## src/rtl/wishbone_fetch_master_pkg.sv

```systemverilog
// Shared types and helpers for the Wishbone fetch master (package wb_pkg).
// The response struct is declared inside the top module because its data width is a module parameter.
package wb_pkg;

    typedef enum logic [1:0] {
        IDLE    = 2'd0,
        BUS     = 2'd1,
        BACKOFF = 2'd2,
        RESP    = 2'd3
    } wb_master_state_t;

    // Bits needed to hold 0..value inclusive, never less than one.
    function automatic int oit_bits(input int value);
        int width;
        width = 1;
        while ((1 << width) <= value) begin
            width = width + 1;
        end
        return width;
    endfunction

endpackage

```

## src/rtl/wishbone_fetch_master_if.sv

```systemverilog
// Core-side request/response port plus Wishbone master signals, grouped for the fetch master.
// Signal names keep the master's direction suffixes so both ends read the same on a waveform.
interface wishbone_fetch_master_if #(
    parameter int DATA_WIDTH    = 32,
    parameter int ADDRESS_WIDTH = 32,
    parameter int SEL_WIDTH     = 4
);
    logic                     req_valid_i;
    logic                     req_ready_o;
    logic                     req_we_i;
    logic [ADDRESS_WIDTH-1:0] req_adr_i;
    logic [DATA_WIDTH-1:0]    req_dat_i;
    logic [SEL_WIDTH-1:0]     req_sel_i;

    logic                     rsp_valid_o;
    logic                     rsp_ready_i;
    logic [DATA_WIDTH-1:0]    rsp_dat_o;
    logic                     rsp_err_o;

    logic                     wb_cyc_o;
    logic                     wb_stb_o;
    logic                     wb_we_o;
    logic [ADDRESS_WIDTH-1:0] wb_adr_o;
    logic [DATA_WIDTH-1:0]    wb_dat_o;
    logic [SEL_WIDTH-1:0]     wb_sel_o;
    logic [DATA_WIDTH-1:0]    wb_dat_i;
    logic                     wb_ack_i;
    logic                     wb_err_i;
    logic                     wb_rty_i;

    modport master (
        input  req_valid_i, req_we_i, req_adr_i, req_dat_i, req_sel_i,
        output req_ready_o,
        output rsp_valid_o, rsp_dat_o, rsp_err_o,
        input  rsp_ready_i,
        output wb_cyc_o, wb_stb_o, wb_we_o, wb_adr_o, wb_dat_o, wb_sel_o,
        input  wb_dat_i, wb_ack_i, wb_err_i, wb_rty_i
    );

    modport slave (
        output req_valid_i, req_we_i, req_adr_i, req_dat_i, req_sel_i,
        input  req_ready_o,
        input  rsp_valid_o, rsp_dat_o, rsp_err_o,
        output rsp_ready_i,
        input  wb_cyc_o, wb_stb_o, wb_we_o, wb_adr_o, wb_dat_o, wb_sel_o,
        output wb_dat_i, wb_ack_i, wb_err_i, wb_rty_i
    );
endinterface

```

## src/rtl/wishbone_fetch_master_term_counter.sv

```systemverilog
// Saturation-free up-counter with synchronous clear, used for the retry and watchdog counts.
module wb_term_counter #(
    parameter int WIDTH = 2
) (
    input  logic             clk_i,
    input  logic             rst_n_i,
    input  logic             clr,
    input  logic             inc,
    output logic [WIDTH-1:0] count
);
    logic [WIDTH-1:0] count_reg;

    always_ff @(posedge clk_i or negedge rst_n_i) begin
        if (!rst_n_i) begin
            count_reg <= '0;
        end else if (clr) begin
            count_reg <= '0;
        end else if (inc) begin
            count_reg <= count_reg + WIDTH'(1);
        end
    end

    assign count = count_reg;
endmodule

```

## src/rtl/wishbone_fetch_master.sv

```systemverilog
// Wishbone classic-cycle master: one outstanding single-word read/write with err/ack/rty handling.
// Define WB_FETCH_MASTER_TIMEOUT_EN to add a watchdog that aborts a cycle left unterminated.
module wishbone_fetch_master
    import wb_pkg::*;
#(
    parameter int DATA_WIDTH     = 32,
    parameter int ADDRESS_WIDTH  = 32,
    parameter int SEL_WIDTH      = 4,
    parameter int MAX_RETRY      = 3,
    parameter int TIMEOUT_CYCLES = 255
) (
    input  logic                    clk_i,
    input  logic                    rst_n_i,
    wishbone_fetch_master_if.master bus
);
    localparam int RETRY_W = oit_bits(MAX_RETRY);

    typedef struct packed {
        logic [DATA_WIDTH-1:0] data;
        logic                  err;
    } wb_rsp_t;

    if (SEL_WIDTH * 8 != DATA_WIDTH) begin : g_bad_sel
        $error("SEL_WIDTH must equal DATA_WIDTH/8");
    end
    if (TIMEOUT_CYCLES < 1) begin : g_bad_timeout
        $error("TIMEOUT_CYCLES must be at least 1");
    end

    wb_master_state_t         state_reg, state_next;
    wb_rsp_t                  rsp_reg, rsp_next;
    logic                     we_reg;
    logic [ADDRESS_WIDTH-1:0] adr_reg;
    logic [DATA_WIDTH-1:0]    dat_reg;
    logic [SEL_WIDTH-1:0]     sel_reg;
    logic                     load_req;
    logic                     retry_inc;
    logic [RETRY_W-1:0]       retry_count;
    logic                     timeout_hit;
    logic                     any_term;

    assign any_term = bus.wb_err_i | bus.wb_ack_i | bus.wb_rty_i;

    wb_term_counter #(.WIDTH(RETRY_W)) u_retry_counter (
        .clk_i   (clk_i),
        .rst_n_i (rst_n_i),
        .clr     (load_req),
        .inc     (retry_inc),
        .count   (retry_count)
    );

`ifdef WB_FETCH_MASTER_TIMEOUT_EN
    localparam int TMO_W = oit_bits(TIMEOUT_CYCLES);
    logic [TMO_W-1:0] tmo_count;

    // Cleared whenever the cycle is not active, so every BUS entry (first or after BACKOFF) starts at zero.
    wb_term_counter #(.WIDTH(TMO_W)) u_timeout_counter (
        .clk_i   (clk_i),
        .rst_n_i (rst_n_i),
        .clr     (state_reg != BUS),
        .inc     (state_reg == BUS),
        .count   (tmo_count)
    );

    assign timeout_hit = (state_reg == BUS) && !any_term
                         && (tmo_count == TMO_W'(TIMEOUT_CYCLES - 1));
`else
    assign timeout_hit = 1'b0;
`endif

    always_ff @(posedge clk_i or negedge rst_n_i) begin
        if (!rst_n_i) begin
            state_reg <= IDLE;
            rsp_reg   <= '0;
            we_reg    <= 1'b0;
            adr_reg   <= '0;
            dat_reg   <= '0;
            sel_reg   <= '0;
        end else begin
            state_reg <= state_next;
            rsp_reg   <= rsp_next;
            if (load_req) begin
                we_reg  <= bus.req_we_i;
                adr_reg <= bus.req_adr_i;
                dat_reg <= bus.req_dat_i;
                sel_reg <= bus.req_sel_i;
            end
        end
    end

    always_comb begin
        state_next = state_reg;
        rsp_next   = rsp_reg;
        load_req   = 1'b0;
        retry_inc  = 1'b0;
        case (state_reg)
            IDLE: begin
                if (bus.req_valid_i) begin
                    load_req   = 1'b1;
                    state_next = BUS;
                end
            end
            BUS: begin
                // err beats ack beats rty when a slave raises several at once.
                if (bus.wb_err_i) begin
                    rsp_next   = '{data: '0, err: 1'b1};
                    state_next = RESP;
                end else if (bus.wb_ack_i) begin
                    rsp_next.data = we_reg ? '0 : bus.wb_dat_i;
                    rsp_next.err  = 1'b0;
                    state_next    = RESP;
                end else if (bus.wb_rty_i) begin
                    if (retry_count < RETRY_W'(MAX_RETRY)) begin
                        retry_inc  = 1'b1;
                        state_next = BACKOFF;
                    end else begin
                        rsp_next   = '{data: '0, err: 1'b1};
                        state_next = RESP;
                    end
                end else if (timeout_hit) begin
                    rsp_next   = '{data: '0, err: 1'b1};
                    state_next = RESP;
                end
            end
            BACKOFF: state_next = BUS;
            RESP: begin
                if (bus.rsp_ready_i) begin
                    rsp_next   = '0;
                    state_next = IDLE;
                end
            end
            default: state_next = IDLE;
        endcase
    end

    // Decoded straight from the state register so the asynchronous reset drops cyc/stb at once.
    assign bus.wb_cyc_o    = (state_reg == BUS);
    assign bus.wb_stb_o    = (state_reg == BUS);
    assign bus.wb_we_o     = we_reg;
    assign bus.wb_adr_o    = adr_reg;
    assign bus.wb_dat_o    = dat_reg;
    assign bus.wb_sel_o    = sel_reg;
    assign bus.req_ready_o = (state_reg == IDLE);
    assign bus.rsp_valid_o = (state_reg == RESP);
    assign bus.rsp_dat_o   = rsp_reg.data;
    assign bus.rsp_err_o   = rsp_reg.err;
endmodule
```

## src/flat_wrapper.sv

```systemverilog
// flat-port wrapper written by rule: the top's interface ports become plain ports
module wishbone_fetch_master_flat import wb_pkg::*;
#(
    parameter int DATA_WIDTH     = 32,
    parameter int ADDRESS_WIDTH  = 32,
    parameter int SEL_WIDTH      = 4,
    parameter int MAX_RETRY      = 3,
    parameter int TIMEOUT_CYCLES = 255
)
  (clk_i, rst_n_i, bus_req_valid_i, bus_req_we_i, bus_req_adr_i, bus_req_dat_i, bus_req_sel_i, bus_req_ready_o, bus_rsp_valid_o, bus_rsp_dat_o, bus_rsp_err_o, bus_rsp_ready_i, bus_wb_cyc_o, bus_wb_stb_o, bus_wb_we_o, bus_wb_adr_o, bus_wb_dat_o, bus_wb_sel_o, bus_wb_dat_i, bus_wb_ack_i, bus_wb_err_i, bus_wb_rty_i);
  wishbone_fetch_master_if #(.DATA_WIDTH(DATA_WIDTH), .ADDRESS_WIDTH(ADDRESS_WIDTH), .SEL_WIDTH(SEL_WIDTH)) bus_i ();
  input  logic clk_i;
  input  logic rst_n_i;
  input wire logic [$bits(bus_i.req_valid_i)-1:0] bus_req_valid_i;
  input wire logic [$bits(bus_i.req_we_i)-1:0] bus_req_we_i;
  input wire logic [$bits(bus_i.req_adr_i)-1:0] bus_req_adr_i;
  input wire logic [$bits(bus_i.req_dat_i)-1:0] bus_req_dat_i;
  input wire logic [$bits(bus_i.req_sel_i)-1:0] bus_req_sel_i;
  output wire logic [$bits(bus_i.req_ready_o)-1:0] bus_req_ready_o;
  output wire logic [$bits(bus_i.rsp_valid_o)-1:0] bus_rsp_valid_o;
  output wire logic [$bits(bus_i.rsp_dat_o)-1:0] bus_rsp_dat_o;
  output wire logic [$bits(bus_i.rsp_err_o)-1:0] bus_rsp_err_o;
  input wire logic [$bits(bus_i.rsp_ready_i)-1:0] bus_rsp_ready_i;
  output wire logic [$bits(bus_i.wb_cyc_o)-1:0] bus_wb_cyc_o;
  output wire logic [$bits(bus_i.wb_stb_o)-1:0] bus_wb_stb_o;
  output wire logic [$bits(bus_i.wb_we_o)-1:0] bus_wb_we_o;
  output wire logic [$bits(bus_i.wb_adr_o)-1:0] bus_wb_adr_o;
  output wire logic [$bits(bus_i.wb_dat_o)-1:0] bus_wb_dat_o;
  output wire logic [$bits(bus_i.wb_sel_o)-1:0] bus_wb_sel_o;
  input wire logic [$bits(bus_i.wb_dat_i)-1:0] bus_wb_dat_i;
  input wire logic [$bits(bus_i.wb_ack_i)-1:0] bus_wb_ack_i;
  input wire logic [$bits(bus_i.wb_err_i)-1:0] bus_wb_err_i;
  input wire logic [$bits(bus_i.wb_rty_i)-1:0] bus_wb_rty_i;
  assign bus_i.req_valid_i = bus_req_valid_i;
  assign bus_i.req_we_i = bus_req_we_i;
  assign bus_i.req_adr_i = bus_req_adr_i;
  assign bus_i.req_dat_i = bus_req_dat_i;
  assign bus_i.req_sel_i = bus_req_sel_i;
  assign bus_req_ready_o = bus_i.req_ready_o;
  assign bus_rsp_valid_o = bus_i.rsp_valid_o;
  assign bus_rsp_dat_o = bus_i.rsp_dat_o;
  assign bus_rsp_err_o = bus_i.rsp_err_o;
  assign bus_i.rsp_ready_i = bus_rsp_ready_i;
  assign bus_wb_cyc_o = bus_i.wb_cyc_o;
  assign bus_wb_stb_o = bus_i.wb_stb_o;
  assign bus_wb_we_o = bus_i.wb_we_o;
  assign bus_wb_adr_o = bus_i.wb_adr_o;
  assign bus_wb_dat_o = bus_i.wb_dat_o;
  assign bus_wb_sel_o = bus_i.wb_sel_o;
  assign bus_i.wb_dat_i = bus_wb_dat_i;
  assign bus_i.wb_ack_i = bus_wb_ack_i;
  assign bus_i.wb_err_i = bus_wb_err_i;
  assign bus_i.wb_rty_i = bus_wb_rty_i;
  wishbone_fetch_master #(.DATA_WIDTH(DATA_WIDTH), .ADDRESS_WIDTH(ADDRESS_WIDTH), .SEL_WIDTH(SEL_WIDTH), .MAX_RETRY(MAX_RETRY), .TIMEOUT_CYCLES(TIMEOUT_CYCLES)) u_core (.clk_i(clk_i), .rst_n_i(rst_n_i), .bus(bus_i));
endmodule
```

## config.mk

```make
export PLATFORM = sky130hd
export DESIGN_NAME = wishbone_fetch_master_flat
export DESIGN_NICKNAME = d
export VERILOG_FILES = /design/src/rtl/wishbone_fetch_master_pkg.sv /design/src/rtl/wishbone_fetch_master_if.sv /design/src/rtl/wishbone_fetch_master_term_counter.sv /design/src/rtl/wishbone_fetch_master.sv /design/src/flat_wrapper.sv
export SDC_FILE = /design/constraint.sdc
export NUM_CORES = 1
export LEC_CHECK = 0
export ABC_AREA = 0
export CAP_MARGIN = 30
export CORE_MARGIN = 3
export CORE_UTILIZATION = 41
export DETAILED_ROUTE_END_ITERATION = 8
export PLACE_DENSITY_LB_ADDON = 0.1
export SETUP_SLACK_MARGIN = 0.02
export SYNTH_ARGS = -nofsm -noshare
export SYNTH_HDL_FRONTEND = slang
export SYNTH_SLANG_ARGS = --single-unit
export TNS_END_PERCENT = 50
```

## constraint.sdc

```tcl
create_clock -name clk_i -period 2.1 [get_ports clk_i]
set_clock_uncertainty 0.1 [all_clocks]
set_input_delay 0.42 -clock clk_i [delete_from_list [all_inputs] [get_ports clk_i]]
set_output_delay 0.42 -clock clk_i [all_outputs]
set_load 0.01 [all_outputs]
```

Word level (Yosys, flattened, before mapping). Index checks and enable logic that the tools add are counted.

Register bits: 106. Bits of input ports: 108. Output and inout bits: 106. Logic and storage cells: 45.

$add $sub $neg: 1. $lt $le $gt $ge: 1. Eq/ne operators: 7. Muxes and demuxes: 23. Reductions and logical operators: 5.

Operators with widths (count): 33-bit 2-to-1 mux (5); 33-bit one-hot mux with 2 select lines (1); 32-bit 2-to-1 mux (1); 2-bit 2-to-1 mux (7); 1-bit 2-to-1 mux (8); 2-bit one-hot mux with 4 select lines (1); 2-bit == test, second input constant (2); 4-bit by 1-bit inequality test with 1-bit output, second input constant (1); 4-bit inequality test, second input constant (1); 4-bit AND reduction (1); 2-bit nonzero test (2); 3-bit AND reduction (1); 2-bit by 1-bit adder with 2-bit output, second input constant (1); 2-bit by 1-bit == test with 1-bit output, second input constant (1); 2-bit zero test (1); 2-bit < comparator, second input constant (1); 2-bit by 1-bit inequality test with 1-bit output, second input constant (1); 2-bit inequality test, second input constant (1).

Longest topological paths before layout. Gate-level depths: netlist (run 1).

Depth in word-level cells: 8. Gate-level depth with buffers: 5. Mapped depth without buffers: 4.

Modules after synthesis. A second synthesis (run 1) with hierarchy kept.

Cells, all modules: 283. Area total of the unflattened synthesis: 4408.0 sq um.

Modules (own cells, without submodules): wishbone_fetch_master (instances 1, cells an instance 276, area each 4319.1 sq um, sequential area each 2602.5 sq um); wb_term_counter (instances 1, cells an instance 7, area each 88.8 sq um, sequential area each 50.0 sq um).

Worst setup path before layout (run 1). Ideal clock, no wire load.

Path kind: reg2reg. Start point: register u_core.state_reg[1]. End point: register u_core.rsp_reg (netlist bit u_core.bus.rsp_dat_o[11]). Setup time: 0.125 ns. Data arrival time: 1.485 ns. Data required time: 1.875 ns. Path slack: 0.389 ns. Cell stages (with the launch flop): 6. Path buffers: 2. Period minus slack after synthesis: 1.711 ns. Cells stage by stage: dfrtp_1 buf_6 o41ai_4 nor3_4 buf_6 mux2_4.

Cells in the longest elaborated chain, start to end: 3. Elaborated cells between the ends (all ways): 8. Classes of those cells: eq/ne: 5; mux: 1; reduce/logical: 2.

RTL lines: from (decl) (line wishbone_fetch_master.sv:30) `wb_master_state_t state_reg, state_next;`; from (signal assigned) (line wishbone_fetch_master.sv:80) `state_reg <= state_next;`; 2-bit by 1-bit == test with 1-bit output or 2-bit == test (tied branches) (line wishbone_fetch_master.sv:96) `case (state_reg)`; 4-bit inequality test (no source line), or another cell as far along; 4-bit AND reduction (no source line); to (signal assigned) (line wishbone_fetch_master.sv:81) `rsp_reg <= rsp_next;`; to (decl) (line wishbone_fetch_master.sv:31) `wb_rsp_t rsp_reg, rsp_next;`.

Parallel ways exist; a longest one is shown, timed or not. A chain may end at the register's enable or synchronous reset.

Worst setup path in the final report (run 1).
Start point: register u_core.we_reg (netlist: u_core.bus.wb_we_o). End point: output bus_wb_we_o.

RTL lines: from (decl) (line wishbone_fetch_master.sv:32) `logic we_reg;`; from (signal assigned) (line wishbone_fetch_master.sv:83) `we_reg <= bus.req_we_i;`; to (decl) (line flat_wrapper.sv:26) `output wire logic [$bits(bus_i.wb_we_o)-1:0] bus_wb_we_o;`.

No word-level cell between the ends.

==> impl_metrics.sql, run 1 <==
INSERT INTO impl_metrics (metric_group, metric, value, unit) VALUES
('clock_tree', 'cts.sink_count', '106', ''),
('synthesis', 'synth_compound_area_share', '1.049', '%'),
('drt', 'pre_repair_dr_iteration_count', '4', ''),
('final_layout', 'antennaDiodeCount', '0', ''),
('drt', 'post_drt_wl_per_cell', '17.14', 'µm'),
('clock_tree', 'cts_root_buffer', 'sky130_fd_sc_hd__clkbuf_8', ''),
('power_and_ir_drop', 'ir_worst_vdd', '0.6833', 'mV'),
('synthesis', 'netlist_area', '4412', 'µm²'),
('power_and_ir_drop', 'fraction_of_power_consumed_by_the_clock_network', '13.7', '%'),
('drt', 'vias_per_cell', '4.902', ''),
('floorplanning', 'die_w', '109.7', 'µm'),
('synthesis', 'ys_dominant_reg_cell', 'sky130_fd_sc_hd__dfrtp_1', ''),
('floorplanning', 'fp-row-count', '37', ''),
('synthesis', 'syn-instance-count', '282', ''),
('clock_tree', 'cts.repair_timing.setup_buffer_count', '0', ''),
('global_route', 'grt_use_total', '18.29', '%'),
('floorplanning', 'core', '10420', 'µm²'),
('clock_tree', 'cts_buffers', '9', ''),
('power_and_ir_drop', 'cellLeakagePower', '3.112', 'nW'),
('clock_tree', 'cts-htree-levels', '3', ''),
('setup_path', 'cp_required', '1.58', 'ns'),
('drt', 'final_antenna_net_count', '0', ''),
('clock_tree', 'clockBufferDepth', '2', ''),
('synthesis', 'ys_seq_area_share', '60.12', '%'),
('setup_path', 'cp_data_arrival_time', '1.39', 'ns'),
('final_layout', 'design.final.nets', '611', ''),
('floorplanning', 'ios', '214', ''),
('setup_path', 'kind_of_end_point_of_the_critical_path', 'output port', ''),
('sta', 'clock.fmax', '0.5245', 'GHz'),
('worst_hold_path', 'hold_path_depth', '1', ''),
('final_layout', 'layout.cells.most_common', 'sky130_fd_sc_hd__clkdlybuf4s50_1', ''),
('final_layout', 'final_cell_area', '6990', 'µm²'),
('synthesis', 'synth-simple-area-share', '6.835', '%'),
('synthesis', 'syn-mean-instance-area', '15.64', 'µm²'),
('sta', 'slew_headroom', '72.79', '%'),
('place', 'hpwlAfterDp', '8166', 'µm'),
('place', 'post-place-ws', '-0.1152', 'ns'),
('setup_path', 'cpLargestDelayFamily', 'buffers and inverters', ''),
('final_layout', 'signed_area_change_from_the_synthesized_netlist_to_the_final_layout', '58.45', '%'),
('synthesis', 'async_reset_ff_share', '100.0', '%'),
('power_and_ir_drop', 'power_switching', '2.786', 'mW'),
('drt', 'wirelength', '11010', 'µm'),
('sta', 'post-route-period-util', '90.79', '%'),
('setup_path', 'critPathMaxFanout', '3', ''),
('sta', 'worst-slew-pin-transition', '0.4082', 'ns'),
('synthesis', 'synth-adder-area-share', '0.2836', '%'),
('sta', 'final.setup.worst_slack', '0.1935', 'ns'),
('setup_path', 'critical-path-max-stage-delay', '0.59', 'ns'),
('place', 'placement.cell_area', '6798', 'µm²'),
('sta', 'grt_setup_unrepaired', 'false', ''),
('floorplanning', 'initial_core_util', '42.35', '%'),
('power_and_ir_drop', 'reg_power_share', '37.9', '%'),
('synthesis', 'yosys.area_share.xor_xnor', '0', '%'),
('drt', 'route.vias.total', '3147', ''),
('status', 'run_status', 'completed', ''),
('job', 'cap_viol_max_count', '0', ''),
('power_and_ir_drop', 'power_frac_comb', '48.4', '%'),
('setup_path', 'slowest_stage', 'sky130_fd_sc_hd__clkdlybuf4s50_1', ''),
('power_and_ir_drop', 'internal_power', '6.185', 'mW'),
('global_route', 'wire_length_of_the_first_global_routing_pass', '16970', 'µm'),
('sta', 'finalSetupViolations', '0', ''),
('setup_path', 'cp.depth', '1', ''),
('floorplanning', 'die_height', '109.7', 'µm'),
('place', 'portBuffers', '213', ''),
('power_and_ir_drop', 'power.density', '1283', 'nW/µm²'),
('final_layout', 'layout_common_cells', '208 x sky130_fd_sc_hd__clkdlybuf4s50_1, 104 x sky130_fd_sc_hd__dfrtp_1, 73 x sky130_fd_sc_hd__mux2_2', ''),
('final_layout', 'final_util', '67.11', '%'),
('drt', 'drt_drc_violations_left', '0', ''),
('clock_tree', 'clk_pin_slew_worst_paths', '0.10', 'ns'),
('synthesis', 'cell_types_occupying_the_most_area_after_synthesis', 'sky130_fd_sc_hd__dfrtp_1 60%, sky130_fd_sc_hd__mux2_2 19%, sky130_fd_sc_hd__mux2_4 9.9%', ''),
('sta', 'min_period', '1.907', 'ns');
cells in the mapped netlist (2+ instances only):
library cell / number
sky130_fd_sc_hd__nor2b_1: 3
sky130_fd_sc_hd__mux2i_1: 2
sky130_fd_sc_hd__buf_2: 7
sky130_fd_sc_hd__mux2_2: 73
sky130_fd_sc_hd__clkbuf_1: 6
sky130_fd_sc_hd__nor2_1: 2
sky130_fd_sc_hd__buf_6: 4
sky130_fd_sc_hd__dfrtp_1: 106
sky130_fd_sc_hd__mux2_4: 29
sky130_fd_sc_hd__and3_1: 32
sky130_fd_sc_hd__inv_1: 3
routing by layer:
layer	share of wire [%]	global-route usage, %
met5	0	0
met4	2.4	6.322
met3	9.6	7.340
met2	47	29.60
met1	41	22.18
worst register-to-register path, delay by kind of cell, from the launching register on:
kind,cells,cell delay (ns)
buffers and inverters,1,0.25
multiplexers,1,0.36
flip-flops,1,0.51
AND/OR/NAND/NOR,2,0.44
power by group through the flow:
stage	logic, mW	registers [mW]	clock network [mW]
2_1_floorplan	1.69	3.76	0
3_3_place_gp	4.38	3.40	0
3_5_place_dp	4.43	3.44	0
4_1_cts	4.42	3.41	1.28
5_1_grt	4.64	3.53	1.36
6_report	4.34	3.40	1.23
per-stage QoR:
stage	power [mW]	instances
6_report	8.971	642
5_1_grt	9.526	642
4_1_cts	9.105	642
3_5_place_dp	7.872	626
3_3_place_gp	7.772	626
2_1_floorplan	5.448	282
timing repair:
item | CTS | global route
hold endpoints to repair | 28 | 0
setup endpoints to repair | 4 | 0
resized for setup | 6 | 0
hold buffers | 1 | 0
area by class of cell:
cell class,count,area [µm²],share of cell area [%]
flip-flops and latches,106,2655,37.98
multi-input cells,155,1649,23.59
inverters,3,11.26,0.1611
well taps,136,170.2,2.434
clock buffers,11,131.4,1.879
repair buffers,227,2320,33.18
clock inverters,4,53.80,0.7696
logic make-up (layout without fill, tap and decap cells):
logic type	after synthesis	after routing
flip-flops	106	106
multiplexers	104	104
AND/OR/NAND/NOR	46	46
buffers and inverters	21	245
AO/OA/AOI/OAI	4	4
adder cells (fa/ha/maj)	1	1
final timing paths:
| path | start | endpoint | slack [ns] |
|---|---|---|---|
| min | u_core.u_retry_counter.count[0]$_DFFE_PN0P_ | u_core.u_retry_counter.count[0]$_DFFE_PN0P_ | 0.40 |
| max reg2reg | u_core.state_reg[1]$_DFFE_PN0P_ | u_core.bus.rsp_dat_o[10]$_DFFE_PN0P_ | 0.32 |
| max | u_core.bus.wb_we_o$_DFFE_PN0P_ | bus_wb_we_o | 0.19 |
| min in group asynchronous | rst_n_i | u_core.bus.rsp_dat_o[24]$_DFFE_PN0P_ | 0.43 |
| max in group asynchronous | rst_n_i | u_core.bus.wb_dat_o[13]$_DFFE_PN0P_ | 0.90 |
| min reg2reg | u_core.u_retry_counter.count[0]$_DFFE_PN0P_ | u_core.u_retry_counter.count[0]$_DFFE_PN0P_ | 0.40 |
(Power assumes the default switching activity.)
==> run 2, diff against run 1 <==
- PLACE_DENSITY: not set -> 0.9
- PLACE_DENSITY_LB_ADDON: 0.1 -> not set
==> impl_metrics.sql, run 2 (synthesized netlist as in run 1, its figures left out) <==
INSERT INTO impl_metrics (metric_group, metric, value, unit) VALUES
('status', 'run_status', 'completed', ''),
('worst_hold_path', 'worst_hold_path_type', 'register to register', ''),
('floorplanning', 'initial_core_util', '42.35', '%'),
('drt', 'vias_per_cell', '4.881', ''),
('final_layout', 'multi_input_area', '1652', 'µm²'),
('setup_path', 'cp_data_arrival_time', '1.44', 'ns'),
('final_layout', 'antennaDiodeCount', '0', ''),
('final_layout', 'layout_common_cells', '209 x sky130_fd_sc_hd__clkdlybuf4s50_1, 104 x sky130_fd_sc_hd__dfrtp_1, 73 x sky130_fd_sc_hd__mux2_2', ''),
('drt', 'post_drt_wl_per_cell', '17.88', 'µm'),
('sta', 'setup_tns', '0', 'ns'),
('sta', 'grt_setup_unrepaired', 'false', ''),
('clock_tree', 'cts.sink_count', '106', ''),
('power_and_ir_drop', 'power.density', '1289', 'nW/µm²'),
('sta', 'clock.fmax', '0.5096', 'GHz'),
('final_layout', 'post_layout_nonfiller_instances', '646', ''),
('setup_path', 'setup.worst_path.class', 'register to output port', ''),
('setup_path', 'kind_of_end_point_of_the_critical_path', 'output port', ''),
('power_and_ir_drop', 'cellLeakagePower', '3.159', 'nW'),
('sta', 'final_hold_viol_count', '0', ''),
('drt', 'wirelength', '11550', 'µm'),
('sta', 'slew_headroom', '64.74', '%'),
('power_and_ir_drop', 'ir_worst_vdd', '0.8195', 'mV'),
('sta', 'fin_hold_ws', '0.4006', 'ns'),
('floorplanning', 'fp-row-count', '37', ''),
('global_route', 'first_global_vias', '3422', ''),
('place', 'place_inst', '626', ''),
('clock_tree', 'insertion_delay', '0.35', 'ns'),
('sta', 'timing.final.max_slew_violations', '0', ''),
('clock_tree', 'cts_root_buffer', 'sky130_fd_sc_hd__clkbuf_8', ''),
('job', 'cap_viol_max_count', '0', ''),
('clock_tree', 'cts-htree-levels', '3', ''),
('drt', 'route.vias.total', '3153', ''),
('global_route', 'grt_antenna_before_repair', '0', ''),
('place', 'portBuffers', '213', ''),
('final_layout', 'layout.cells.most_common', 'sky130_fd_sc_hd__clkdlybuf4s50_1', ''),
('place', 'hpwlAfterDp', '8849', 'µm'),
('global_route', 'grt_overflow', '0', ''),
('final_layout', 'nFillCells', '749', ''),
('place', 'post-place-ws', '-0.1327', 'ns'),
('global_route', 'grt_start_max_net_pins', '52', ''),
('drt', 'drt_iter0_markers', '104', ''),
('sta', 'post-route-period-util', '93.44', '%'),
('final_layout', 'design.final.nets', '615', ''),
('clock_tree', 'clk_pin_slew_worst_paths', '0.09', 'ns'),
('global_route', 'grt_use_total', '19.29', '%'),
('clock_tree', 'clockBufferDepth', '2', ''),
('drt', 'final_antenna_net_count', '0', ''),
('sta', 'min_period', '1.962', 'ns'),
('drt', 'drt_drc_violations_left', '0', ''),
('final_layout', 'regArea', '2655', 'µm²'),
('floorplanning', 'die-area', '12040', 'µm²'),
('setup_path', 'cp_required', '1.58', 'ns'),
('sta', 'worst-slew-pin-transition', '0.5289', 'ns'),
('floorplanning', 'die_height', '109.7', 'µm'),
('floorplanning', 'core', '10420', 'µm²'),
('place', 'routabilityCongestion', '0.7556', ''),
('floorplanning', 'die_w', '109.7', 'µm'),
('final_layout', 'drive_gt1_share', '27.84', '%'),
('setup_path', 'critPathMaxFanout', '5', ''),
('setup_path', 'startpoint_type', 'register', ''),
('sta', 'final.setup.worst_slack', '0.1377', 'ns'),
('drt', 'pre_repair_dr_iteration_count', '4', ''),
('floorplanning', 'ios', '214', ''),
('sta', 'finalSetupViolations', '0', ''),
('clock_tree', 'cts_buffers', '9', ''),
('global_route', 'wire_length_of_the_first_global_routing_pass', '17770', 'µm'),
('clock_tree', 'cts_tree', 'done', ''),
('final_layout', 'signed_area_change_from_the_synthesized_netlist_to_the_final_layout', '58.56', '%');
[run 2: changes by cell type in the layout (fill, tap and decap cells not counted), moves of 2 or more]
cell	change
sky130_fd_sc_hd__buf_4	+6
sky130_fd_sc_hd__buf_12	-2
sky130_fd_sc_hd__clkbuf_8	+2
sky130_fd_sc_hd__clkinv_2	+3
sky130_fd_sc_hd__clkinvlp_4	-2
sky130_fd_sc_hd__dlygate4sd2_1	-4
sky130_fd_sc_hd__dlymetal6s2s_1	+3
[run 2: worst paths after layout]
| check | startpoint | end | slack [ns] | cells after the start |
|---|---|---|---|---|
| max | u_core.state_reg[1]$_DFFE_PN0P_ | bus_rsp_valid_o | 0.14 | 3 |
| min | u_core.u_retry_counter.count[0]$_DFFE_PN0P_ | u_core.u_retry_counter.count[0]$_DFFE_PN0P_ | 0.40 | 1 |
| max reg2reg | u_core.state_reg[1]$_DFFE_PN0P_ | u_core.bus.rsp_dat_o[10]$_DFFE_PN0P_ | 0.23 | 5 |
| min reg2reg | u_core.u_retry_counter.count[0]$_DFFE_PN0P_ | u_core.u_retry_counter.count[0]$_DFFE_PN0P_ | 0.40 | 1 |
| max in group asynchronous | rst_n_i | u_core.bus.wb_dat_o[25]$_DFFE_PN0P_ | 0.76 | 3 |
| min in group asynchronous | rst_n_i | u_core.bus.wb_dat_o[16]$_DFFE_PN0P_ | 0.47 | 2 |
[run 2: layout make-up]
class	count	share of cell area (%)
Inverter	3	0.1610
Multi-Input combinational cell	155	23.61
Timing Repair Buffer	231	33.41
Sequential cell	106	37.95
Tap cell	136	2.432
Clock buffer	12	2.218
Clock inverter	3	0.2146
[run 2: worst max-delay path: stages, from the launching register on]
cell	delay (ns)
sky130_fd_sc_hd__dfrtp_2	0.42
sky130_fd_sc_hd__nand2_1	0.09
sky130_fd_sc_hd__inv_1	0.06
sky130_fd_sc_hd__clkdlybuf4s50_1	0.52
[run 2: power breakdown]
group / switching, mW / leakage (nW) / internal (mW)
Sequential: 0.502 / 1.32 / 2.90
Combinational: 1.68 / 1.75 / 2.79
Clock: 0.650 / 0.0920 / 0.486
Total: 2.84 / 3.16 / 6.18
[run 2: through the flow]
step | util (%) | cell area [µm²] | total power, mW
after floorplan | - | 4412 | 5.448
after global placement | 65.02 | 6773 | 7.708
after detailed placement | 65.02 | 6773 | 7.920
after CTS | 67.09 | 6988 | 9.153
after global routing | 67.16 | 6995 | 9.553
final | 67.16 | 6995 | 9.020
[run 2: metal layers]
layer  GRT usage (%)  wire length, µm  vias up
met5               0                0        -
met4           5.788              153        0
met3           6.518             1127       13
met2           34.18             5947      141
met1           21.99             4322     1557
li1                -                -     1442
[run 2: timing repair]
item | 4_1_cts | 5_1_grt
gates resized for setup | 3 | 3
hold buffers | 1 | 0
setup endpoints to repair | 4 | 3
hold endpoints to repair | 37 | 0
setup buffers | 4 | 0
cloned | 0 | 0
